<file path="src/rtl/llc_snoop_responder.sv">
// Snoop-side responder for the LLC: looks up the tag/MESI array, writes back
// Modified lines when the snoop demands it, applies the MESI update and reports NOHIT/HIT/HITM.
module llc_snoop_responder #(
  parameter int ADDR_W   = 32,
  parameter int OFFSET_W = 6
) (
  input  logic              clk,
  input  logic              reset,
  input  logic              snp_valid,
  output logic              snp_ready,
  input  logic [1:0]        snp_op,
  input  logic [ADDR_W-1:0] snp_addr,
  output logic              lk_req,
  output logic [ADDR_W-1:0] lk_addr,
  input  logic              lk_ack,
  input  logic              lk_hit,
  input  logic [1:0]        lk_mesi,
  output logic              wb_req,
  output logic [ADDR_W-1:0] wb_addr,
  input  logic              wb_done,
  output logic              upd_valid,
  output logic [ADDR_W-1:0] upd_addr,
  output logic [1:0]        upd_mesi,
  output logic              res_valid,
  output logic [1:0]        res_code,
  output logic [31:0]       num_snoops,
  output logic [31:0]       num_hitm
);

  localparam logic [1:0] OP_READ = 2'b00;
  localparam logic [1:0] OP_WRITE = 2'b01;
  localparam logic [1:0] OP_RWIM = 2'b10;
  localparam logic [1:0] OP_INV = 2'b11;

  localparam logic [1:0] MESI_I = 2'b00;
  localparam logic [1:0] MESI_S = 2'b01;
  localparam logic [1:0] MESI_M = 2'b11;

  localparam logic [1:0] RES_NOHIT = 2'b00;
  localparam logic [1:0] RES_HIT = 2'b01;
  localparam logic [1:0] RES_HITM = 2'b10;

  typedef enum logic [2:0] {
    S_IDLE,
    S_LOOKUP,
    S_DECIDE,
    S_WB,
    S_UPDATE,
    S_RESP
  } state_t;

  state_t state, state_nxt;

  logic [1:0]        op_q;
  logic [ADDR_W-1:0] addr_q;
  logic [1:0]        mesi_q;
  logic [1:0]        new_mesi_q;
  logic [1:0]        code_q;

  function automatic logic [1:0] next_mesi(input logic [1:0] op, input logic [1:0] mesi);
    logic [1:0] nm;
    nm = mesi;
    case (op)
      OP_READ:  nm = (mesi == MESI_I) ? MESI_I : MESI_S;
      OP_WRITE: nm = mesi;
      OP_RWIM:  nm = MESI_I;
      OP_INV:   nm = MESI_I;
      default:  nm = mesi;
    endcase
    return nm;
  endfunction

  function automatic logic needs_wb(input logic [1:0] op, input logic [1:0] mesi);
    return (mesi == MESI_M) && ((op == OP_READ) || (op == OP_RWIM));
  endfunction

  function automatic logic [1:0] result_code(input logic [1:0] mesi);
    logic [1:0] rc;
    case (mesi)
      MESI_I:  rc = RES_NOHIT;
      MESI_M:  rc = RES_HITM;
      default: rc = RES_HIT;
    endcase
    return rc;
  endfunction

  always_ff @(posedge clk) begin
    if (!reset) begin
      state      <= S_IDLE;
      op_q       <= '0;
      addr_q     <= '0;
      mesi_q     <= '0;
      new_mesi_q <= '0;
      code_q     <= '0;
      num_snoops <= '0;
      num_hitm   <= '0;
    end else begin
      state <= state_nxt;
      case (state)
        S_IDLE: begin
          if (snp_valid) begin
            op_q       <= snp_op;
            addr_q     <= {snp_addr[ADDR_W-1:OFFSET_W], {OFFSET_W{1'b0}}};
            num_snoops <= num_snoops + 32'd1;
          end
        end
        S_LOOKUP: begin
          // A miss is folded into state I so DECIDE only sees one encoding.
          if (lk_ack) mesi_q <= lk_hit ? lk_mesi : MESI_I;
        end
        S_DECIDE: begin
          new_mesi_q <= next_mesi(op_q, mesi_q);
          code_q     <= result_code(mesi_q);
        end
        S_RESP: begin
          if (code_q == RES_HITM) num_hitm <= num_hitm + 32'd1;
        end
        default: ;
      endcase
    end
  end

  always_comb begin
    state_nxt = state;
    snp_ready = 1'b0;
    lk_req    = 1'b0;
    lk_addr   = '0;
    wb_req    = 1'b0;
    wb_addr   = '0;
    upd_valid = 1'b0;
    upd_addr  = '0;
    upd_mesi  = '0;
    res_valid = 1'b0;
    res_code  = '0;
    case (state)
      S_IDLE: begin
        snp_ready = 1'b1;
        if (snp_valid) state_nxt = S_LOOKUP;
      end
      S_LOOKUP: begin
        lk_req  = 1'b1;
        lk_addr = addr_q;
        if (lk_ack) state_nxt = S_DECIDE;
      end
      S_DECIDE: begin
        if (needs_wb(op_q, mesi_q))                 state_nxt = S_WB;
        else if (next_mesi(op_q, mesi_q) != mesi_q) state_nxt = S_UPDATE;
        else                                        state_nxt = S_RESP;
      end
      S_WB: begin
        wb_req  = 1'b1;
        wb_addr = addr_q;
        if (wb_done) state_nxt = S_UPDATE;
      end
      S_UPDATE: begin
        upd_valid = 1'b1;
        upd_addr  = addr_q;
        upd_mesi  = new_mesi_q;
        state_nxt = S_RESP;
      end
      S_RESP: begin
        res_valid = 1'b1;
        res_code  = code_q;
        state_nxt = S_IDLE;
      end
      default: state_nxt = S_IDLE;
    endcase
  end

endmodule

</file>
<file path="config.mk">
export PLATFORM = sky130hd
export DESIGN_NAME = llc_snoop_responder
export DESIGN_NICKNAME = d
export VERILOG_FILES = /design/src/rtl/llc_snoop_responder.sv
export SDC_FILE = /design/constraint.sdc
export NUM_CORES = 1
export LEC_CHECK = 0
export CAP_MARGIN = 20
export CORE_ASPECT_RATIO = 0.6
export CORE_MARGIN = 2
export CORE_UTILIZATION = 44
export CTS_CLUSTER_SIZE = 24
export DETAILED_ROUTE_END_ITERATION = 12
export HOLD_SLACK_MARGIN = 0.1
export PLACE_DENSITY = 0.81
export SLEW_MARGIN = 0
export SYNTH_ARGS = -nofsm -noshare
export SYNTH_HDL_FRONTEND = slang
export SYNTH_SLANG_ARGS = --single-unit
</file>
<file path="constraint.sdc">
create_clock -name clk -period 2.65 [get_ports clk]
set_input_delay 0.53 -clock clk [delete_from_list [all_inputs] [get_ports clk]]
set_output_delay 0.53 -clock clk [all_outputs]
set_load 0.05 [all_outputs]
</file>
## Word-level counts from Yosys, hierarchy flattened

Index checks and enable logic that the tools add are counted.

| storage, ports and cells | value |
|---|---|
| flip-flop bits (word level) | 101 |
| bits of input ports | 42 |

| operators by class | value |
|---|---|
| add/subtract/negate cells | 2 |
| equal/unequal tests | 14 |
| reductions and logical operators | 10 |
| muxes and demuxes | 22 |

Operator list:

| kind | count |
|---|---|
| 32-bit 2-to-1 mux | 3 |
| 32-bit by 1-bit adder with 32-bit output (second input constant) | 2 |
| 3-bit case mux with 5 select lines | 1 |
| 3-bit 2-to-1 mux | 4 |
| 2-bit 2-to-1 mux | 5 |
| 2-bit == test (second input constant) | 4 |
| 1-bit 2-to-1 mux | 7 |
| 3-bit by 2-bit == test with 1-bit output (second input constant) | 2 |
| 3-bit == test (second input constant) | 2 |
| 2-bit inequality test (second input constant) | 3 |
| 2-bit case mux with 3 select lines | 1 |
| 2-bit AND reduction | 3 |
| 2-bit zero test | 2 |
| 2-bit case mux with 2 select lines | 1 |
| 3-bit by 1-bit == test with 1-bit output (second input constant) | 1 |
| 3-bit zero test | 1 |
| 3-bit AND reduction | 1 |
| 2-bit by 1-bit == test with 1-bit output (second input constant) | 1 |
| 2-bit inequality test | 1 |
| 2-bit OR reduction | 1 |
| 1-bit logical AND | 1 |
| 1-bit logical OR | 1 |

## Longest topological paths before layout

Gate-level depths: netlist (run 1).

| depth | value |
|---|---|
| depth after elaboration | 9 |
| mapped depth | 8 |
| depth with buffers taken out | 6 |

## Worst setup path before layout (run 1)

OpenSTA, ideal clock, no wires.

| timing path | value |
|---|---|
| path type | reg-to-output |
| start point | register state[2] |
| end point | output upd_addr[23] |
| arrival | 2.112 ns |
| path slack | 0.008 ns |
| data required time | 2.120 ns |
| cell stages (with the launch flop) | 6 |
| cell sequence | dfxtp_1 -> clkbuf_1 -> inv_1 -> nor3_1 -> clkbuf_1 -> and2_1 |

| between the ends | value |
|---|---|
| longest elaborated chain between the ends | 2 |

Ends and longest elaborated chain:

| what | RTL line | source |
|---|---|---|
| from (decl) | 52 | `state_t state, state_nxt;` |
| from (signal assigned) | 98 | `state <= state_nxt;` |
| 3-bit == test | 135 | `case (state)` |
| 32-bit 2-to-1 mux | 135 |  |
| to (decl) | 22 | `output logic [ADDR_W-1:0] upd_addr,` |

Every way passes these cells.

## Worst setup path in the final report (run 1)

| timing path | value |
|---|---|
| start point | register state[2] |
| end point | output upd_addr[29] |

The elaborated chain is that of the path after synthesis.

==> results by group, run 1 <==
Global routing
  • GRT overflow: 0
  • Vias in the first global route: 5318
  • Initial antenna violation count: 0
  • GRT Total Usage: 0.253
  • Pin count of the biggest net entering global routing: 74
  • First-pass GRT wire length: 26200 um

Drt
  • Via/cell ratio: 5.60
  • Drt pass-1 iters: 5
  • Detail Route Antenna Nets: 0
  • Residual DRC count: 0
  • WL per Instance: 16.9 um
  • DRT Wirelength: 16700 um
  • Via count: 5532
  • Initial DRC count: 363

Critical path
  • Worst Path Required: 2.12 ns
  • CP Class: flip-flop to primary output
  • Max FO, Critical Path: 30
  • CP arrival: 1.87 ns
  • CP endpoint kind: primary output
  • Critical Path Start Type: flip-flop

Floorplanning
  • Top Ports: 211
  • Die Area: 12900 um^2
  • Die Ht: 88.8 um
  • Core area: 11500 um^2
  • Die W: 145 um
  • Row cnt: 30
  • Initial Utilization: 0.459

CTS
  • Cts repair resizes: 0
  • Clock sink count: 101
  • CTS tree: done
  • Htree depth: 3
  • Clk slew on worst S/H paths: 0.06 ns
  • Clock buffer count from CTS: 9
  • Post-CTS Setup Bufs: 0
  • # hold bufs at CTS: 0
  • Insertion delay to the later sink of the worst-skew pair: 0.34 ns
  • Clock buffer depth: 2
  • Cell at the root of the clock tree: clkbuf_16

Synthesis
  • Syn Area/Cell: 7.92 um^2
  • Sequential share of the synthesized area: 0.384
  • Cells after Synth: 665
  • YS warnings: 0
  • Count of cell types in the netlist: 46
  • Seq cells post-synth: 101
  • Top cells by area, synth: dfxtp_1 38%, and2_1 9.9%, a21oi_1 7.4%, nand2_1 6.2%, or4_1 4.7%
  • Synth Cell Area: 5270 um^2
  • EDFF count, synth: 0
  • Dominant synthesized flop cell: dfxtp_1
  • Area leader, netlist: dfxtp_1
  • Share of the synthesized area in the top cell type: 0.384
  • FFs w/ async S/R, synth: 0

Placement
  • GP Congestion: 0.783
  • Pre-CTS setup slack: 0.0426 ns
  • HPWL after detailed placement: 12200 um
  • Port Buffers: 186

STA
  • Final setup margin: 0.253 ns
  • Relative slew slack: 0.555
  • Slew Viols, Final: 0
  • Final Hold Fails: 0
  • Final Setup Violations: 0
  • Setup Skew: 0.00765 ns
  • Measured slew at the worst slew-check pin: 0.667 ns
  • Min Clock Period, post-route: 2.40 ns
  • Max Clock Freq: 417 MHz
  • Setup TNS: 0 ns
  • RSZ-0062 raised after global routing: no
  • Tcrit/Tclk final: 0.905

Cells and area
  • P&R area growth vs syn: 57.1%
  • Antenna cells: 0
  • Final nets: 872
  • Fill count: 858
  • Layout cells sized above 1: 0.145

Worst hold path
  • Worst min-delay path category: flip-flop to flip-flop

Run
  • Max cap viols: 0

Pwr
  • Leakage: 2.92 nW
  • Worst VDD drop: 0.000327 V
  • PwrDens: 402 nW/um^2

Run status
  • Outcome: completed
==> power breakdown <==
group / switching (W) / internal (W) / total, W / leakage [nW]
Combinational: 0.000326 / 0.000205 / 0.000531 / 1.98
Clock: 0.000545 / 0.000646 / 0.00119 / 0.123
Sequential: 0.0000495 / 0.00156 / 0.00161 / 0.819
Total: 0.000920 / 0.00241 / 0.00333 / 2.92
==> metal layers <==
metal,up-vias,part of all wire,GRT usage
met5,-,0,0
li1,2639,-,-
met4,0,0.012,0.0758
met3,20,0.093,0.0943
met2,232,0.48,0.424
met1,2641,0.42,0.309
==> worst paths after layout <==
kind                                                 start                     endpoint  slack [ns]  depth (start not counted)
worst max-delay path                 state[2]$_SDFFE_PN0P_                 upd_addr[29]        0.25                          5
worst min-delay path             num_hitm[31]$_SDFFE_PN0P_    num_hitm[31]$_SDFFE_PN0P_        0.47                          2
worst max register to register  num_snoops[8]$_SDFFE_PN0P_  num_snoops[27]$_SDFFE_PN0P_        0.33                          4
worst min register to register   num_hitm[31]$_SDFFE_PN0P_    num_hitm[31]$_SDFFE_PN0P_        0.47                          2
==> per-stage QoR <==
| step | hold slack (ns) | total power, W | area, um^2 | instances | util |
|---|---|---|---|---|---|
| 2_1_floorplan | 0.448 | 0.00196 | 5330 | 682 | - |
| 3_3_place_gp | 0.457 | 0.00215 | 8020 | 975 | 0.698 |
| 3_5_place_dp | 0.462 | 0.00217 | 8020 | 975 | 0.698 |
| 4_1_cts | 0.476 | 0.00335 | 8270 | 988 | 0.720 |
| 5_1_grt | 0.508 | 0.00345 | 8270 | 988 | 0.720 |
| 6_report | 0.473 | 0.00333 | 8270 | 988 | 0.720 |
==> layout make-up <==
type,instances,area (um^2),share of cell area
clock buffers,11,243,0.0293
flip-flops and latches,101,2020,0.245
clock inverters,2,12.5,0.00151
inverters,12,45.0,0.00544
repair buffers,198,2790,0.337
multi-input cells,504,2960,0.358
well taps,160,200,0.0242
==> kinds of logic after synthesis <==
logic type      count (synthesis)  share of synthesized area
simple gates                  328                      0.353
compound gates                131                      0.144
flops                         101                      0.384
buf+inv                        77                     0.0694
xor+xnor                       18                     0.0299
mux                             5                    0.00974
fa+ha+maj                       4                    0.00950
other cells                     1                   0.000712
==> flip-flops by register name, summed over array words and instances, names as in the netlist <==
name / count
num_snoops: 32
code_q: 2
mesi_q: 2
addr_q: 26
state: 3
new_mesi_q: 2
op_q: 2
num_hitm: 32
==> critical path: stages, from the launching register on <==
cell	delay, ns
dfxtp_2	0.50
inv_1	0.12
nor3_2	0.18
buf_4	0.32
and2_1	0.24
buf_12	0.15
==> layout by cell type (no fill, tap or decap), types with 3 or more instances in the layout <==
master,synthesis,routed
dfxtp_1,101,99
inv_1,11,11
xor2_1,11,11
and4_1,12,12
and2_1,83,83
xnor2_1,7,7
nand2_1,87,87
clkdlybuf4s50_1,0,100
buf_4,18,14
buf_12,0,84
nor3_1,4,3
o21ai_0,14,14
nor2_1,26,26
or3_1,12,12
and3_1,6,6
ha_1,4,4
or4_1,33,33
nand2b_1,3,3
a21oi_1,78,78
nand4_1,25,25
o31ai_1,31,31
clkbuf_16,0,9
and4b_1,4,4
nand3_1,19,19
mux2i_1,4,4
conb_1,1,18
==> Yosys cell counts (all sizes together), types with 4 or more instances <==
cell type	n
inv	12
and2	83
nor3	4
xnor2	7
and3	6
nand2	87
nand3	19
or4	34
o31ai	31
o21ai	14
xor2	11
nor2	26
and4	12
nand4	25
clkbuf	38
a21oi	78
or3	12
buf	27
ha	4
mux2i	4
and4b	4
dfxtp	101
Note: power is estimated with default switching activity, not from simulation.
==> run 2, diff against run 1 <==
Settings changed: HOLD_SLACK_MARGIN 0.1 to 0.05.
==> results of run 2 <==
Same layout as run 1: the final DEF is identical, and so are final timing and power.
